## config.mk

```make
export PLATFORM = sky130hd
export DESIGN_NAME = multicycle_seq
export DESIGN_NICKNAME = d
export VERILOG_FILES = /design/src/rtl/multicycle_seq.sv
export SDC_FILE = /design/constraint.sdc
export NUM_CORES = 1
export LEC_CHECK = 0
export BUFFER_PORTS_ARGS = -buffer_cell sky130_fd_sc_hd__buf_2
export CAP_MARGIN = 20
export CORE_ASPECT_RATIO = 0.75
export CORE_MARGIN = 4
export CORE_UTILIZATION = 45
export CTS_CLUSTER_SIZE = 10
export DETAILED_ROUTE_END_ITERATION = 6
export GPL_TIMING_DRIVEN = 0
export PLACE_DENSITY = 0.69
export REMOVE_ABC_BUFFERS = 1
export SETUP_SLACK_MARGIN = 0.4
export SLEW_MARGIN = 20
export SYNTH_ARGS = -nofsm -noshare
export SYNTH_HDL_FRONTEND = slang
export SYNTH_SLANG_ARGS = --single-unit
```

## constraint.sdc

```tcl
create_clock -name Clk -period 2.3 [get_ports Clk]
set_input_delay 0.115 -clock Clk [delete_from_list [all_inputs] [get_ports Clk]]
set_output_delay 0.115 -clock Clk [all_outputs]
set_load 0.005 [all_outputs]
```

## src/rtl/multicycle_seq.sv

```systemverilog
// Multi-cycle sequencer for the RV32I single-datapath CPU: issues PC/IR/register/memory
// strobes, waits on the shared memory-ready handshake and supports debugger run/halt/step.
module multicycle_seq #(
    parameter int unsigned WAIT_MAX = 15
) (
    input  logic        Clk,
    input  logic        Reset,
    input  logic [6:0]  iOpcode,
    input  logic        iMemReady,
    input  logic        iRun,
    input  logic        iStep,
    output logic        oFetch,
    output logic        oIRLoad,
    output logic        oPCLoad,
    output logic        oRegWrite,
    output logic        oMemRd,
    output logic        oMemWr,
    output logic [2:0]  oState,
    output logic        oHalted,
    output logic        oTrap,
    output logic [1:0]  oTrapCause,
    output logic [31:0] oInstrCount
);

    localparam int unsigned WW = (WAIT_MAX < 1) ? 1 : $clog2(WAIT_MAX + 1);
    localparam logic [WW-1:0] WAIT_LAST = WW'(WAIT_MAX);

    localparam logic [6:0] OP_R      = 7'b0110011;
    localparam logic [6:0] OP_I      = 7'b0010011;
    localparam logic [6:0] OP_LUI    = 7'b0110111;
    localparam logic [6:0] OP_AUIPC  = 7'b0010111;
    localparam logic [6:0] OP_LOAD   = 7'b0000011;
    localparam logic [6:0] OP_STORE  = 7'b0100011;
    localparam logic [6:0] OP_BRANCH = 7'b1100011;
    localparam logic [6:0] OP_JAL    = 7'b1101111;
    localparam logic [6:0] OP_JALR   = 7'b1100111;

    localparam logic [1:0] CAUSE_NONE    = 2'd0;
    localparam logic [1:0] CAUSE_ILLEGAL = 2'd1;
    localparam logic [1:0] CAUSE_TIMEOUT = 2'd2;

    typedef enum logic [2:0] {
        S_HALT   = 3'd0,
        S_FETCH  = 3'd1,
        S_DECODE = 3'd2,
        S_EXEC   = 3'd3,
        S_MEM    = 3'd4,
        S_WB     = 3'd5,
        S_TRAP   = 3'd6
    } state_e;

    state_e        state_q, state_d;
    logic [1:0]    cause_q, cause_d;
    logic [31:0]   count_q, count_d;
    logic [WW-1:0] wait_q,  wait_d;

    logic is_alu, is_load, is_store, is_branch, is_jump, is_legal;
    logic fetch_s, irload_s, pcload_s, regwrite_s, memrd_s, memwr_s, retire_s;

    always_comb begin
        is_alu    = (iOpcode == OP_R) || (iOpcode == OP_I) ||
                    (iOpcode == OP_LUI) || (iOpcode == OP_AUIPC);
        is_load   = (iOpcode == OP_LOAD);
        is_store  = (iOpcode == OP_STORE);
        is_branch = (iOpcode == OP_BRANCH);
        is_jump   = (iOpcode == OP_JAL) || (iOpcode == OP_JALR);
        is_legal  = is_alu || is_load || is_store || is_branch || is_jump;
    end

    always_comb begin
        state_d    = state_q;
        cause_d    = cause_q;
        count_d    = count_q;
        wait_d     = wait_q;
        fetch_s    = 1'b0;
        irload_s   = 1'b0;
        pcload_s   = 1'b0;
        regwrite_s = 1'b0;
        memrd_s    = 1'b0;
        memwr_s    = 1'b0;
        retire_s   = 1'b0;

        case (state_q)
            S_HALT: begin
                if (iStep || iRun) state_d = S_FETCH;
            end
            S_FETCH: begin
                fetch_s = 1'b1;
                if (iMemReady) begin
                    irload_s = 1'b1;
                    state_d  = S_DECODE;
                end else if (wait_q == WAIT_LAST) begin
                    state_d = S_TRAP;
                    cause_d = CAUSE_TIMEOUT;
                end else begin
                    wait_d = wait_q + WW'(1);
                end
            end
            S_DECODE: begin
                if (is_legal) begin
                    state_d = S_EXEC;
                end else begin
                    state_d = S_TRAP;
                    cause_d = CAUSE_ILLEGAL;
                end
            end
            S_EXEC: begin
                if (is_load || is_store) begin
                    state_d = S_MEM;
                end else if (is_branch) begin
                    pcload_s = 1'b1;
                    retire_s = 1'b1;
                end else if (is_alu || is_jump) begin
                    state_d = S_WB;
                end else begin
                    state_d = S_TRAP;
                    cause_d = CAUSE_ILLEGAL;
                end
            end
            S_MEM: begin
                memrd_s = is_load;
                memwr_s = is_store;
                // An opcode that stopped being a memory op is treated as illegal rather than hanging here.
                if (!(is_load || is_store)) begin
                    state_d = S_TRAP;
                    cause_d = CAUSE_ILLEGAL;
                end else if (iMemReady) begin
                    if (is_load) begin
                        state_d = S_WB;
                    end else begin
                        pcload_s = 1'b1;
                        retire_s = 1'b1;
                    end
                end else if (wait_q == WAIT_LAST) begin
                    state_d = S_TRAP;
                    cause_d = CAUSE_TIMEOUT;
                end else begin
                    wait_d = wait_q + WW'(1);
                end
            end
            S_WB: begin
                regwrite_s = 1'b1;
                pcload_s   = 1'b1;
                retire_s   = 1'b1;
            end
            S_TRAP: begin
                state_d = S_TRAP;
            end
            default: begin
                state_d = S_HALT;
            end
        endcase

        if (retire_s) begin
            count_d = count_q + 32'd1;
            state_d = iRun ? S_FETCH : S_HALT;
        end

        if ((state_d != state_q) && ((state_d == S_FETCH) || (state_d == S_MEM))) begin
            wait_d = '0;
        end
    end

    always_ff @(posedge Clk or posedge Reset) begin
        if (Reset) begin
            state_q <= S_HALT;
            cause_q <= CAUSE_NONE;
            count_q <= '0;
            wait_q  <= '0;
        end else begin
            state_q <= state_d;
            cause_q <= cause_d;
            count_q <= count_d;
            wait_q  <= wait_d;
        end
    end

    // Strobes are also masked by Reset so nothing fires while reset is held.
    always_comb begin
        oFetch      = fetch_s    & ~Reset;
        oIRLoad     = irload_s   & ~Reset;
        oPCLoad     = pcload_s   & ~Reset;
        oRegWrite   = regwrite_s & ~Reset;
        oMemRd      = memrd_s    & ~Reset;
        oMemWr      = memwr_s    & ~Reset;
        oState      = state_q;
        oHalted     = (state_q == S_HALT);
        oTrap       = (state_q == S_TRAP);
        oTrapCause  = cause_q;
        oInstrCount = count_q;
    end

endmodule
```

==> results of run 1 <==
final cells by class:
type / instances / share of cell area [%]
tap: 60 / 2.349
clock inverter: 3 / 2.153
sequential: 41 / 32.22
inverter: 11 / 1.292
timing repair buffer: 81 / 16.41
clock buffer: 5 / 2.153
multi-input combinational: 173 / 43.42
worst max-delay path, delay by kind of cell, from the launching register on:
kind,cells,cell delay (ns)
and+or+nand+nor,2,0.38
buffers and inverters,1,0.13
DFF,1,0.40
AOI/OAI and AO/OA,4,0.90
adders and majority gates,1,0.21
placed cells by master, fill, tap and decap left out, drive strengths merged, types with 2 or more instances in the layout:
cell type / synthesis / layout
or3b: 3 / 3
or2: 2 / 2
and4b: 2 / 2
ha: 2 / 2
nand3: 10 / 10
nand2b: 3 / 3
a21oi: 5 / 5
xor2: 18 / 18
xnor2: 16 / 16
clkbuf: 0 / 5
nor3b: 2 / 2
and2: 4 / 4
a211oi: 4 / 4
nor3: 13 / 13
o211ai: 2 / 2
bufinv: 0 / 2
nor2: 26 / 26
buf: 4 / 80
inv: 11 / 12
a2111oi: 2 / 2
nand2: 16 / 16
and3: 3 / 3
dfrtp: 41 / 41
nand3b: 5 / 5
nand4: 12 / 12
how the worst max path moves through the flow:
| stage | cells after the start | end | slack, ns | start |
|---|---|---|---|---|
| 2_1_floorplan | 6 | wait_q[0]$_DFFE_PP0P_ | 0.15 | oState[1]$_DFF_PP0_ |
| 3_3_place_gp | 6 | wait_q[1]$_DFFE_PP0P_ | -0.16 | oState[2]$_DFF_PP0_ |
| 3_5_place_dp | 6 | wait_q[1]$_DFFE_PP0P_ | -0.22 | oState[2]$_DFF_PP0_ |
| 4_1_cts | 8 | oPCLoad | 0.23 | oState[2]$_DFF_PP0_ |
| 5_1_grt | 11 | oInstrCount[8]$_DFFE_PP0P_ | 0.08 | oState[2]$_DFF_PP0_ |
| 6_report | 8 | wait_q[2]$_DFFE_PP0P_ | 0.17 | wait_q[1]$_DFFE_PP0P_ |
sequential cells by signal (all words and copies together) (netlist names):
signal,count
wait_q,4
oTrapCause,2
oState,3
oInstrCount,32
metal layers:
layer	vias up	part of all wire, %	global-route usage [%]	wire, µm
met5	-	0	0	0
met4	0	1.3	6.282	77
met3	8	8.1	4.013	470
met2	85	44	25.33	2538
met1	1015	47	27.68	2714
li1	986	-	-	-
power breakdown:
group          switching, mW  internal [mW]
Combinational          0.198          0.202
Sequential            0.0602          0.759
Clock                  0.267          0.437
kinds of logic after synthesis:
group / count (synthesis) / synth area share, %
AO/OA/AOI/OAI: 25 / 10.03
AND/OR/NAND/NOR: 110 / 26.79
flip-flops: 41 / 45.20
multiplexers: 2 / 0.9371
XOR/XNOR: 34 / 13.12
adder cells (fa/ha/maj): 2 / 1.102
buffers and inverters: 15 / 2.811
what timing repair did:
action                     CTS  global route
gates resized for setup     37            19
hold buffers                 1             0
hold endpoints to repair    14             0
pin swaps                   27            13
setup endpoints to repair   40            35
buffers inserted            19             4
stage by stage:
| stage | setup WS (ns) | std cells | hold slack [ns] | total power, mW |
|---|---|---|---|---|
| 2_1_floorplan | 0.1456 | 225 | 0.2611 | 0.9742 |
| 3_3_place_gp | -0.1620 | 341 | 0.4407 | 1.072 |
| 3_5_place_dp | -0.2204 | 342 | 0.1389 | 1.083 |
| 4_1_cts | 0.2268 | 370 | 0.1254 | 1.883 |
| 5_1_grt | 0.08284 | 374 | 0.1067 | 2.006 |
| 6_report | 0.1722 | 374 | 0.09244 | 1.922 |
==> results.md, run 1 <==
Route:
- In this run the remaining antenna-violating nets after routing total 0.
- The first-pass iteration count of the detailed router is 4.
- The via total after detailed routing is 2,094.
- The total DRC errors in the routed layout is 0.
- In the final routed layout, each cell accounts on average for 15.51 µm.
- The routed design has 5800 µm of wire.
- In this run, the number of DRC markers left after iteration 0 of detailed routing was 112.
- The routed via count divided by cell count is 5.599.

Global route:
- Entering global routing, the biggest net connects 28 pins.
- The total global routing track utilization is 18.21%.
- Global routing finished with a remaining overflow of 0.
- The initial antenna violation count is 0.
- The via count of the first global-routing pass is 1,890.
- The global-route wire length before repair is 9190 µm.

Layout:
- For this run, the share of the core covered by cells in the final layout is 65.59%.
- The post-layout instance area is 3196 µm².
- The storage element area is between 1000 and 1500 µm².
- The number of nets in the layout is ~330.
- The antenna diode count is 0.
- The filler cells instantiated in the layout total 371.
- The share of final-layout standard cells stronger than drive strength 1 is 43.31%.
- Summing all multi-input logic gate instances after layout gives 1388 µm².
- The area growth from synthesis to layout is 40.79%.

Synth:
- The prevailing post-synth register cell is sky130_fd_sc_hd__dfrtp_1.
- The number of synthesized register bits is 41.
- The post-synthesis sequential area ratio is 45.20%.
- Ranked by instance count, the synthesized netlist is headed by 41 x sky130_fd_sc_hd__dfrtp_1, 26 x sky130_fd_sc_hd__nor2_1, 18 x sky130_fd_sc_hd__xor2_1, 16 x sky130_fd_sc_hd__nand2_1, 16 x sky130_fd_sc_hd__xnor2_1.
- Of all cell types, the one taking the most synthesized area is sky130_fd_sc_hd__dfrtp_1.
- Among all cell types in the netlist, the one instantiated most often is sky130_fd_sc_hd__dfrtp_1.
- In the synthesized netlist the async set-or-reset flop fraction comes to 100.0%.
- The instance count of the mapped netlist is 229.
- The number of unique standard cell types used by synthesis is a little over 50.
- The share of the synthesized area in the top cell type is a little under half.
- By area the synthesized netlist is led by sky130_fd_sc_hd__dfrtp_1 45%, sky130_fd_sc_hd__xor2_1 6.9%, sky130_fd_sc_hd__xnor2_1 6.2%.
- A synthesized cell averages around 9.9 µm².
- The count of flip-flops with a built-in enable after synthesis is 0.
- The cell area after technology mapping is 2270 µm².
- The synthesis warning total is 0.

Setup path:
- The critical path is of the flip-flop to flip-flop type.
- The number of cells on the worst reg-to-reg path is 8.
- The required time of the critical path is 2.49 ns.
- The largest single stage delay on the critical path is roughly 0.40 ns.
- The worst setup path is captured at a flip-flop.
- The setup slack on the worst flop-to-flop path is 0.17 ns.
- Along the worst path, the maximum fanout reaches 4.
- The endpoint identified for the worst register-to-register timing path is wait_q[2]$_DFFE_PP0P_.
- STA classifies the critical path startpoint as a flip-flop.
- The signal on the critical path passes through ha_1 > a31o_2 > o2bb2ai_2 > a211oi_1 > a21o_1 > buf_4 > and4b_2 > nor3_2.
- The critical path's slowest cell is sky130_fd_sc_hd__dfrtp_1.
- The data arrival time of the worst path is 2.32 ns.
- The reg-to-reg startpoint is wait_q[1]$_DFFE_PP0P_.

Clocking:
- The CTS clock-pin slew for the worst setup and hold paths is 0.08 ns.
- The worst-case clock buffer depth is 2.
- The clock reaches the later pin of the worst-skew pair after ~0.30 ns.
- The clock tree synthesis step divided the H-tree into 2 levels.
- The clock root buffer master is sky130_fd_sc_hd__clkbuf_8.
- TritonCTS built the clock tree.
- The number of CTS-inserted buffers is 5.
- The clock drives between 40 and 50 sinks.

STA:
- Setup repair after global routing could not meet its margin everywhere.
- Between clock sinks in the finished design, the worst skew comes to 0.006126 ns.
- Static timing analysis puts the maximum clock frequency at 0.4700 GHz.
- The clock period minus final worst setup slack is between 2 and 2.5 ns.
- The worst slew margin relative to its limit is approximately two thirds.
- The worst path uses between 90 and 100% of the clock period.
- Summed over all failing endpoints, the final setup total negative slack is 0 ns.
- At the pin with the least slew margin, the transition time is between 0.4 and 0.5 ns.
- Setup violations remaining at the end of the flow were counted as 0.
- The max-slew violation count came to 0.
- The number of hold violations in the final report is 0.

Hold path:
- The min-delay analysis places its worst path in the category input pin to flip-flop.
- The instance count along the most critical hold path is 3.
- The sink of the worst hold path is oState[0]$_DFF_PP0_.
- The startpoint identified for the worst hold timing path is iRun.

Pwr:
- The worst vdd rail ir drop is 0.0003091 V.
- The power density normalized to cell area is 601.5 nW/µm².
- Summed over all cells, the static leakage comes to 1.528 nW.

Floorplanning:
- The number of rows created at floorplan is 22.
- The area of the die is ~6300 µm².
- The core region is 4872 µm².
- The boundary pin count is 57.
- The die outline width is 90.01 µm.
- The initial cell density of the core is 46.58%.
- The vertical die dimension is 69.51 µm.

Placed design:
- The estimated wirelength of the detail-placed design is between 3000 and 4000 µm.
- The final weighted congestion in routability-driven placement is approximately 0.81.
- In this run the cell area measured after placement is between 2000 and 3000 µm².
- The number of buffer cells added on primary ports is 56.

Run status:
- The flow ran to the end, and the final reports show no timing, DRC or antenna violations.

Job:
- The max-cap violation count is 0.
No activity file was read; power rests on OpenSTA's default activity.
==> run 2: changes to the inputs <==
--- a/config.mk
+++ b/config.mk
@@ -10,6 +10,7 @@
 export CORE_ASPECT_RATIO = 0.75
 export CORE_MARGIN = 4
 export CORE_UTILIZATION = 45
+export CTS_BUF_LIST = sky130_fd_sc_hd__clkbuf_2
 export CTS_CLUSTER_SIZE = 10
 export DETAILED_ROUTE_END_ITERATION = 6
 export GPL_TIMING_DRIVEN = 0
==> constraint.sdc (replaced) <==
create_clock -name Clk -period 2.4 [get_ports Clk]
set_input_delay 0.12 -clock Clk [delete_from_list [all_inputs] [get_ports Clk]]
set_output_delay 0.12 -clock Clk [all_outputs]
set_load 0.005 [all_outputs]
==> run 2 against run 1 <==
Effect of this change:
- non-clock buffer count down 2
- sequential power decreased by 4.5%
- cell count shrank 0.53%
- critical endpoint is now oPCLoad
- largest cell class unchanged
- largest power group unchanged
==> results.md, run 2 (synthesis gave the netlist of run 1 again) <==
Clocking:
- The clock root buffer master is sky130_fd_sc_hd__clkbuf_2 (was sky130_fd_sc_hd__clkbuf_8).
- The CTS clock-pin slew for the worst setup and hold paths came to 0.21 ns (was 0.08 ns).
- The level count of the clock H-tree came to 2 (unchanged).
- The TritonCTS clock tree is built (unchanged).
- The worst-case clock buffer depth is 2 (unchanged).
- The insertion delay of the later-clocked pin in the worst-skew pair is 0.43 ns (was 0.30 ns).
- The number of CTS-inserted buffers came to 5 (unchanged).
- The count of clock tree sinks is 41 (unchanged).

Route:
- The first-pass iteration count of the detailed router is 4 (unchanged).
- The count of antenna-violating nets left after detailed routing was 0 (unchanged).
- The mean routed wirelength per cell is 14.66 µm (was 15.51 µm).
- The first-iteration detailed-routing DRC count was 101 (was 112).
- The via total after detailed routing is 2,039 (was 2,094).
- The routed wire length is 5453 µm (was 5800 µm).
- The total DRC errors in the routed layout is 0 (unchanged).
- The routed via count divided by cell count is 5.481 (was 5.599).

Layout:
- The layout overhead on the synthesized area is 35.72% (was 40.79%).
- Leading cell types in the layout, fill and taps excluded: 55 x sky130_fd_sc_hd__buf_2, 38 x sky130_fd_sc_hd__dfrtp_1, 23 x sky130_fd_sc_hd__nor2_1 (was 55 x sky130_fd_sc_hd__buf_2, 38 x sky130_fd_sc_hd__dfrtp_1, 22 x sky130_fd_sc_hd__nor2_1).
- The antenna diode count is 0 (unchanged).
- The number of flip-flops in the largest register is 32 (unchanged).
- The post-layout instance area is 3080 µm² (was 3196 µm²).
- The number of nets in the layout is 325 (was 327).
- The share of final-layout standard cells stronger than drive strength 1 is 39.74% (was 43.31%).
- The end-of-flow core utilization is 63.23% (was 65.59%).
- The leading cell type in the layout, fill and taps excluded was sky130_fd_sc_hd__buf_2 (unchanged).

Placed design:
- The final weighted congestion in routability-driven placement is 0.8110 (unchanged).
- The post-place instance area is 2623 µm² (unchanged).
- The number of buffer cells added on primary ports was 56 (unchanged).
- The estimated wirelength of the detail-placed design came to 3741 µm (unchanged).

Pwr:
- The clock network power share is 32.3% (was 36.6%).
- The switching power of the nets is 0.4641 mW (was 0.5247 mW).
- The power density normalized to cell area came to 531.0 nW/µm² (was 601.5 nW/µm²).
- The leakage power summed over all cells is 1.500 nW (was 1.528 nW).
- The internal power consumption was 1.172 mW (was 1.398 mW).
- The fraction of power spent switching nets is 28.37% (was 27.30%).
- The share of total power in sequential cells is 47.8% (was 42.6%).
- The share of total power in combinational logic is 19.9% (was 20.8%).
- The worst vdd rail ir drop is 0.0002470 V (was 0.0003091 V).

Floorplanning:
- The placeable core region was 4872 µm² (unchanged).
- The initial cell density of the core is 46.58% (unchanged).
- The number of rows created at floorplan is 22 (unchanged).
- The area of the die is 6256 µm² (unchanged).
- The vertical die dimension is 69.51 µm (unchanged).
- The die outline width is 90.01 µm (unchanged).
- The boundary pin count was 57 (unchanged).

STA:
- The final hold slack is 0.01984 ns (was 0.09244 ns).
- The timing-limited maximum frequency is 0.4715 GHz.
- The post-route fraction of the period consumed by the critical path is a little under 90%.
- The number of hold violations in the final report is 0 (unchanged).
- The worst slew margin relative to its limit was 70.09% (was 67.22%).
- Setup repair after global routing missed its margin: yes (unchanged).
- The final number of setup-violating endpoints is 0 (unchanged).
- The worst clock skew came to 0.01626 ns (was 0.006126 ns).
- The max-slew violation count came to 0 (unchanged).
- The slew of the pin with the lowest slew margin is 0.4416 ns (was 0.4793 ns).
- The clock period minus final worst setup slack is 2.121 ns.

Setup path:
- Among the stages of the critical path, the cell type that occurs most often is sky130_fd_sc_hd__buf_6.
- The maximum fanout encountered on the critical timing path came to 5 (was 4).
- The kind of launch point of the worst setup path is a flip-flop (unchanged).
- The critical path start-end classification is flip-flop to primary output (was flip-flop to flip-flop).
- The critical path's slowest cell is sky130_fd_sc_hd__dfrtp_2 (was sky130_fd_sc_hd__dfrtp_1).
- The data arrival time of the worst path is 2.00 ns (was 2.32 ns).
- The endpoint class of the critical path is a primary output (was flip-flop).
- The required time of the critical path is 2.28 ns (was 2.49 ns).
- The largest incremental delay on the critical path is 0.50 ns (was 0.40 ns).
- Critical path cell sequence: nand4bb_1 > o22a_2 > o31ai_4 > buf_6 > and2_4 > buf_6 (was ha_1 > a31o_2 > o2bb2ai_2 > a211oi_1 > a21o_1 > buf_4 > and4b_2 > nor3_2).

Job:
- The max-cap violation count is 0 (unchanged).

Global route:
- The global-route wire length before repair is 8859 µm (was 9190 µm).
- The initial antenna violation count is 0 (unchanged).
- The total grt overflow was 0 (unchanged).
- The largest net degree at the start of global routing is 28 (unchanged).
- The via count of the first global-routing pass was 1,884 (was 1,890).
- The total global routing track utilization is 17.16% (was 18.21%).

Hold path:
- The class of the worst hold path is input pin to flip-flop (unchanged).

Run status:
- Result of the run: complete, no violations (unchanged).
## run 2: cell types whose count changed in the layout (fill, tap and decap cells not counted), sizes merged
cell	delta
buf	-2
## run 2: worst paths after layout
kind,startpoint,end,slack [ns],cells after the start
min in group asynchronous,Reset,oInstrCount[6]$_DFFE_PP0P_,0.21,3
min,iRun,oState[0]$_DFF_PP0_,0.02,3
min reg2reg,oInstrCount[31]$_DFFE_PP0P_,oInstrCount[31]$_DFFE_PP0P_,0.48,1
max in group asynchronous,Reset,oState[2]$_DFF_PP0_,1.72,4
max reg2reg,oState[1]$_DFF_PP0_,wait_q[1]$_DFFE_PP0P_,0.30,8
max,oState[1]$_DFF_PP0_,oPCLoad,0.28,6
## run 2: metal layers
layer	share of wire, %	GRT usage, %	up-vias
met4	1.3	4.075	0
li1	-	-	983
met2	43	24.67	58
met3	5.9	4.013	9
met1	49	26.04	989
met5	0	0	-
## run 2: worst max-delay path, delay by kind of cell (launching register included)
kind / cells / cell delay, ns
flip-flops: 1 / 0.50
AO/OA/AOI/OAI: 2 / 0.50
AND/OR/NAND/NOR: 2 / 0.36
buffers and inverters: 2 / 0.24
## run 2: cell type report
cell class	instances	area [µm²]
multi-input cells	173	1339
fillers	377	1792
well taps	60	75.07
inverters	11	41.29
repair buffers	79	501.7
clock buffers	5	25.02
clock inverters	3	68.82
flip-flops and latches	41	1030
## run 2: what timing repair did
item,4_1_cts,5_1_grt
gates resized for setup,18,25
pin swaps,6,12
setup endpoints to repair,38,37
hold buffers,1,0
cloned,1,0
buffers inserted,16,4
endpoints found under the hold margin,41,0
## run 2: through the flow
step / instances / power (mW) / setup TNS [ns] / setup slack [ns]
6_report: 372 / 1.636 / 0 / 0.2789
5_1_grt: 372 / 1.720 / 0 / 0.1748
4_1_cts: 368 / 1.610 / 0 / 0.2715
3_5_place_dp: 342 / 1.038 / -0.4478 / -0.1204
3_3_place_gp: 341 / 1.028 / -0.2213 / -0.06204
2_1_floorplan: 225 / 0.9336 / 0 / 0.2456
## run 2: power groups by stage
stage / clock, mW / combinational (mW) / sequential (mW)
after CTS: 0.529 / 0.303 / 0.777
after floorplan: 0 / 0.146 / 0.788
final: 0.528 / 0.325 / 0.782
after detailed placement: 0 / 0.237 / 0.801
after global placement: 0 / 0.231 / 0.797
after global routing: 0.566 / 0.364 / 0.790
==> run 3: changes to the inputs <==
==> constraint.sdc (replaced) <==
create_clock -name Clk -period 2.4 [get_ports Clk]
set_input_delay 0.48 -clock Clk [delete_from_list [all_inputs] [get_ports Clk]]
set_output_delay 0.48 -clock Clk [all_outputs]
set_load 0.005 [all_outputs]
==> run 3 against run 2 <==
Effect of this change:
- the flow now finishes with violations (negative setup slack)
- wire length rose by 15%
- register-to-register slack got worse by 0.27 ns
- global-route usage fell by 0.44 points
- sequential power barely moved
- worst hold slack improved by 0.024 ns
- via count rose by 6.2%
- clock power barely moved
- sequential share of layout area fell by 3.4 points
- clock-buffer cell count did not move
- worst setup slack got worse by 0.30 ns
- fmax fell by 12%
- critical endpoint unchanged
- largest power group unchanged
- highest routed layer unchanged
==> results.md, run 3 (synthesis gave the netlist of run 1 again) <==
Placed design:
- The number of buffer cells added on primary ports is 56 (unchanged).
- The estimated wirelength of the detail-placed design came to 3741 µm (unchanged).
- The post-place instance area came to 2623 µm² (unchanged).
- The number of placed instances with taps included is 342 (unchanged).
- The final weighted congestion in routability-driven placement was 0.8110 (unchanged).

Route:
- The mean routed wirelength per cell is 16.40 µm (was 14.66 µm).
- The routed via count divided by cell count was 5.685 (was 5.481).
- The first-pass iteration count of the detailed router is 4 (unchanged).
- The count of antenna-violating nets left after detailed routing is 0 (unchanged).
- The total DRC errors in the routed layout is 0 (unchanged).
- The first-iteration detailed-routing DRC count is 170 (was 101).
- The routed wire length was 6247 µm (was 5453 µm).
- The via total after detailed routing is 2,166 (was 2,039).

Layout:
- The share of final-layout standard cells stronger than drive strength 1 is 51.71% (was 39.74%).
- The end-of-flow core utilization is 70.36% (was 63.23%).
- The layout overhead on the synthesized area is 51.05% (was 35.72%).
- The antenna diode count is 0 (unchanged).
- The number of flip-flops in the largest register is 32 (unchanged).
- The leading cell type in the layout, fill and taps excluded is sky130_fd_sc_hd__buf_2 (unchanged).
- The final non-filler cell total is 381 (was 372).
- The number of nets in the layout was 334 (was 325).
- Leading cell types in the layout, fill and taps excluded: 54 x sky130_fd_sc_hd__buf_2, 37 x sky130_fd_sc_hd__dfrtp_1, 18 x sky130_fd_sc_hd__xor2_1 (was 55 x sky130_fd_sc_hd__buf_2, 38 x sky130_fd_sc_hd__dfrtp_1, 23 x sky130_fd_sc_hd__nor2_1).
- The post-layout instance area is 3428 µm² (was 3080 µm²).

Pwr:
- The post-route total power is 1.725 mW (was 1.636 mW).
- The worst vdd rail ir drop is 0.0002597 V (was 0.0002470 V).
- The leakage power summed over all cells came to 1.615 nW (was 1.500 nW).
- The power density normalized to cell area was 503.3 nW/µm² (was 531.0 nW/µm²).

STA:
- The final number of setup-violating endpoints is 1 (was 0).
- The timing-limited maximum frequency is 0.4134 GHz (was 0.4715 GHz).
- Setup repair after global routing missed its margin: yes (unchanged).
- The clock period minus final worst setup slack came to 2.419 ns (was 2.121 ns).
- The post-route fraction of the period consumed by the critical path is 100.8% (was 88.38%).
- The max-slew violation count is 0 (unchanged).
- The worst slew margin relative to its limit is 68.58% (was 70.09%).
- The slew of the pin with the lowest slew margin is 0.4594 ns (was 0.4416 ns).
- The final hold slack came to 0.04368 ns (was 0.01984 ns).
- The post-route worst setup slack is -0.01899 ns (was 0.2789 ns).
- The number of hold violations in the final report is 0 (unchanged).
- The worst clock skew is 0.01563 ns (was 0.01626 ns).

Floorplanning:
- The placeable core region was 4872 µm² (unchanged).
- The die outline width is 90.01 µm (unchanged).
- The area of the die came to 6256 µm² (unchanged).
- The vertical die dimension was 69.51 µm (unchanged).
- The initial cell density of the core came to 46.58% (unchanged).
- The number of rows created at floorplan was 22 (unchanged).
- The boundary pin count is 57 (unchanged).

Run status:
- The final reports fail on negative setup slack.
- Result of the run: finished, violations left (was complete, no violations).

Setup path:
- The setup slack on the worst flop-to-flop path is 0.03 ns (was 0.30 ns).
- The required time of the critical path is 1.92 ns (was 2.28 ns).
- The family with the most delay on the worst path is flip-flops (unchanged).
- The maximum fanout encountered on the critical timing path came to 6 (was 5).
- The critical path's slowest cell is sky130_fd_sc_hd__dfrtp_2 (unchanged).
- The kind of launch point of the worst setup path is a flip-flop (unchanged).
- Critical path cell sequence: buf_4 > buf_4 > buf_6 > nand3b_1 > o31ai_4 > and2_4 > buf_6 (was nand4bb_1 > o22a_2 > o31ai_4 > buf_6 > and2_4 > buf_6).
- The data arrival time of the worst path is 1.94 ns (was 2.00 ns).
- The endpoint class of the critical path is a primary output (unchanged).
- The largest incremental delay on the critical path is 0.51 ns (was 0.50 ns).
- The critical path start-end classification is flip-flop to primary output (unchanged).
- The number of buffers and inverters on the critical path was 4 (was 2).

Clocking:
- The clock root buffer master was sky130_fd_sc_hd__clkbuf_2 (unchanged).
- The insertion delay of the later-clocked pin in the worst-skew pair is 0.41 ns (was 0.43 ns).
- The number of CTS-inserted buffers came to 5 (unchanged).
- The TritonCTS clock tree is built (unchanged).
- The CTS clock-pin slew for the worst setup and hold paths was 0.22 ns (was 0.21 ns).
- The hold buffer count at CTS is 0 (was 1).
- The level count of the clock H-tree is 2 (unchanged).
- The worst-case clock buffer depth is 2 (unchanged).
- The count of clock tree sinks is 41 (unchanged).

Hold path:
- The class of the worst hold path was input pin to async pin (was input pin to flip-flop).

Global route:
- The global-route wire length before repair is 8666 µm (was 8859 µm).
- The total grt overflow is 0 (unchanged).
- The largest net degree at the start of global routing was 28 (unchanged).
- The via count of the first global-routing pass came to 1,798 (was 1,884).
- The total global routing track utilization is 16.72% (was 17.16%).
- The initial antenna violation count is 0 (unchanged).

Job:
- The max-cap violation count was 0 (unchanged).
[run 3: what timing repair did]
action,4_1_cts,5_1_grt
setup buffers,8,23
hold endpoints to repair,0,0
pin swaps,6,35
resized for setup,13,88
endpoints found under the setup margin,41,38
[run 3: layer usage]
metal | wire (µm) | part of all wire (%) | GRT usage, % | up-vias
met5 | 0 | 0 | 0 | -
met4 | 103 | 1.6 | 3.565 | 0
met3 | 357 | 5.7 | 4.121 | 12
met2 | 2865 | 46 | 23.10 | 80
met1 | 2920 | 47 | 26.18 | 1073
li1 | - | - | - | 1001
[run 3: worst paths after layout]
kind | to | cells past startpoint | start
worst min-delay path | oInstrCount[5]$_DFFE_PP0P_ | 2 | Reset
worst min register to register | oInstrCount[31]$_DFFE_PP0P_ | 1 | oInstrCount[31]$_DFFE_PP0P_
min in group Clk | oState[0]$_DFF_PP0_ | 4 | iRun
worst max register to register | wait_q[2]$_DFFE_PP0P_ | 9 | oState[1]$_DFF_PP0_
max in group asynchronous | oState[1]$_DFF_PP0_ | 3 | Reset
worst max-delay path | oPCLoad | 7 | oState[1]$_DFF_PP0_
[run 3: cell type report]
cell class / count / area, µm²
Sequential cell: 41 / 1031
Clock inverter: 3 / 68.82
Inverter: 11 / 43.79
Fill cell: 331 / 1444
Timing Repair Buffer: 88 / 620.6
Clock buffer: 5 / 25.02
Multi-Input combinational cell: 173 / 1564
Tap cell: 60 / 75.07
[run 3: power breakdown]
| group | internal (mW) | total, mW | switching (mW) | leakage, nW |
|---|---|---|---|---|
| sequential | 0.728 | 0.785 | 0.0564 | 0.518 |
| clock | 0.284 | 0.527 | 0.243 | 0.0536 |
| combinational | 0.213 | 0.414 | 0.201 | 1.04 |
| total | 1.23 | 1.73 | 0.500 | 1.61 |
[run 3: worst register-to-register path: stages (launching register included)]
cell                        delay [ns]
sky130_fd_sc_hd__dfrtp_2          0.49
sky130_fd_sc_hd__buf_4            0.14
sky130_fd_sc_hd__buf_6            0.11
sky130_fd_sc_hd__and2_4           0.14
sky130_fd_sc_hd__or4b_4           0.48
sky130_fd_sc_hd__o211ai_1         0.17
sky130_fd_sc_hd__a21oi_2          0.15
sky130_fd_sc_hd__a2111oi_4        0.37
sky130_fd_sc_hd__buf_4            0.20
sky130_fd_sc_hd__nor3_1           0.05
[run 3: metrics by stage]
step / setup slack (ns) / setup TNS (ns)
2_1_floorplan: 0.2456 / 0
3_3_place_gp: -0.2825 / -0.8448
3_5_place_dp: -0.1784 / -0.8428
4_1_cts: -0.009374 / -0.009374
5_1_grt: -0.1151 / -0.4437
6_report: -0.01899 / -0.01899
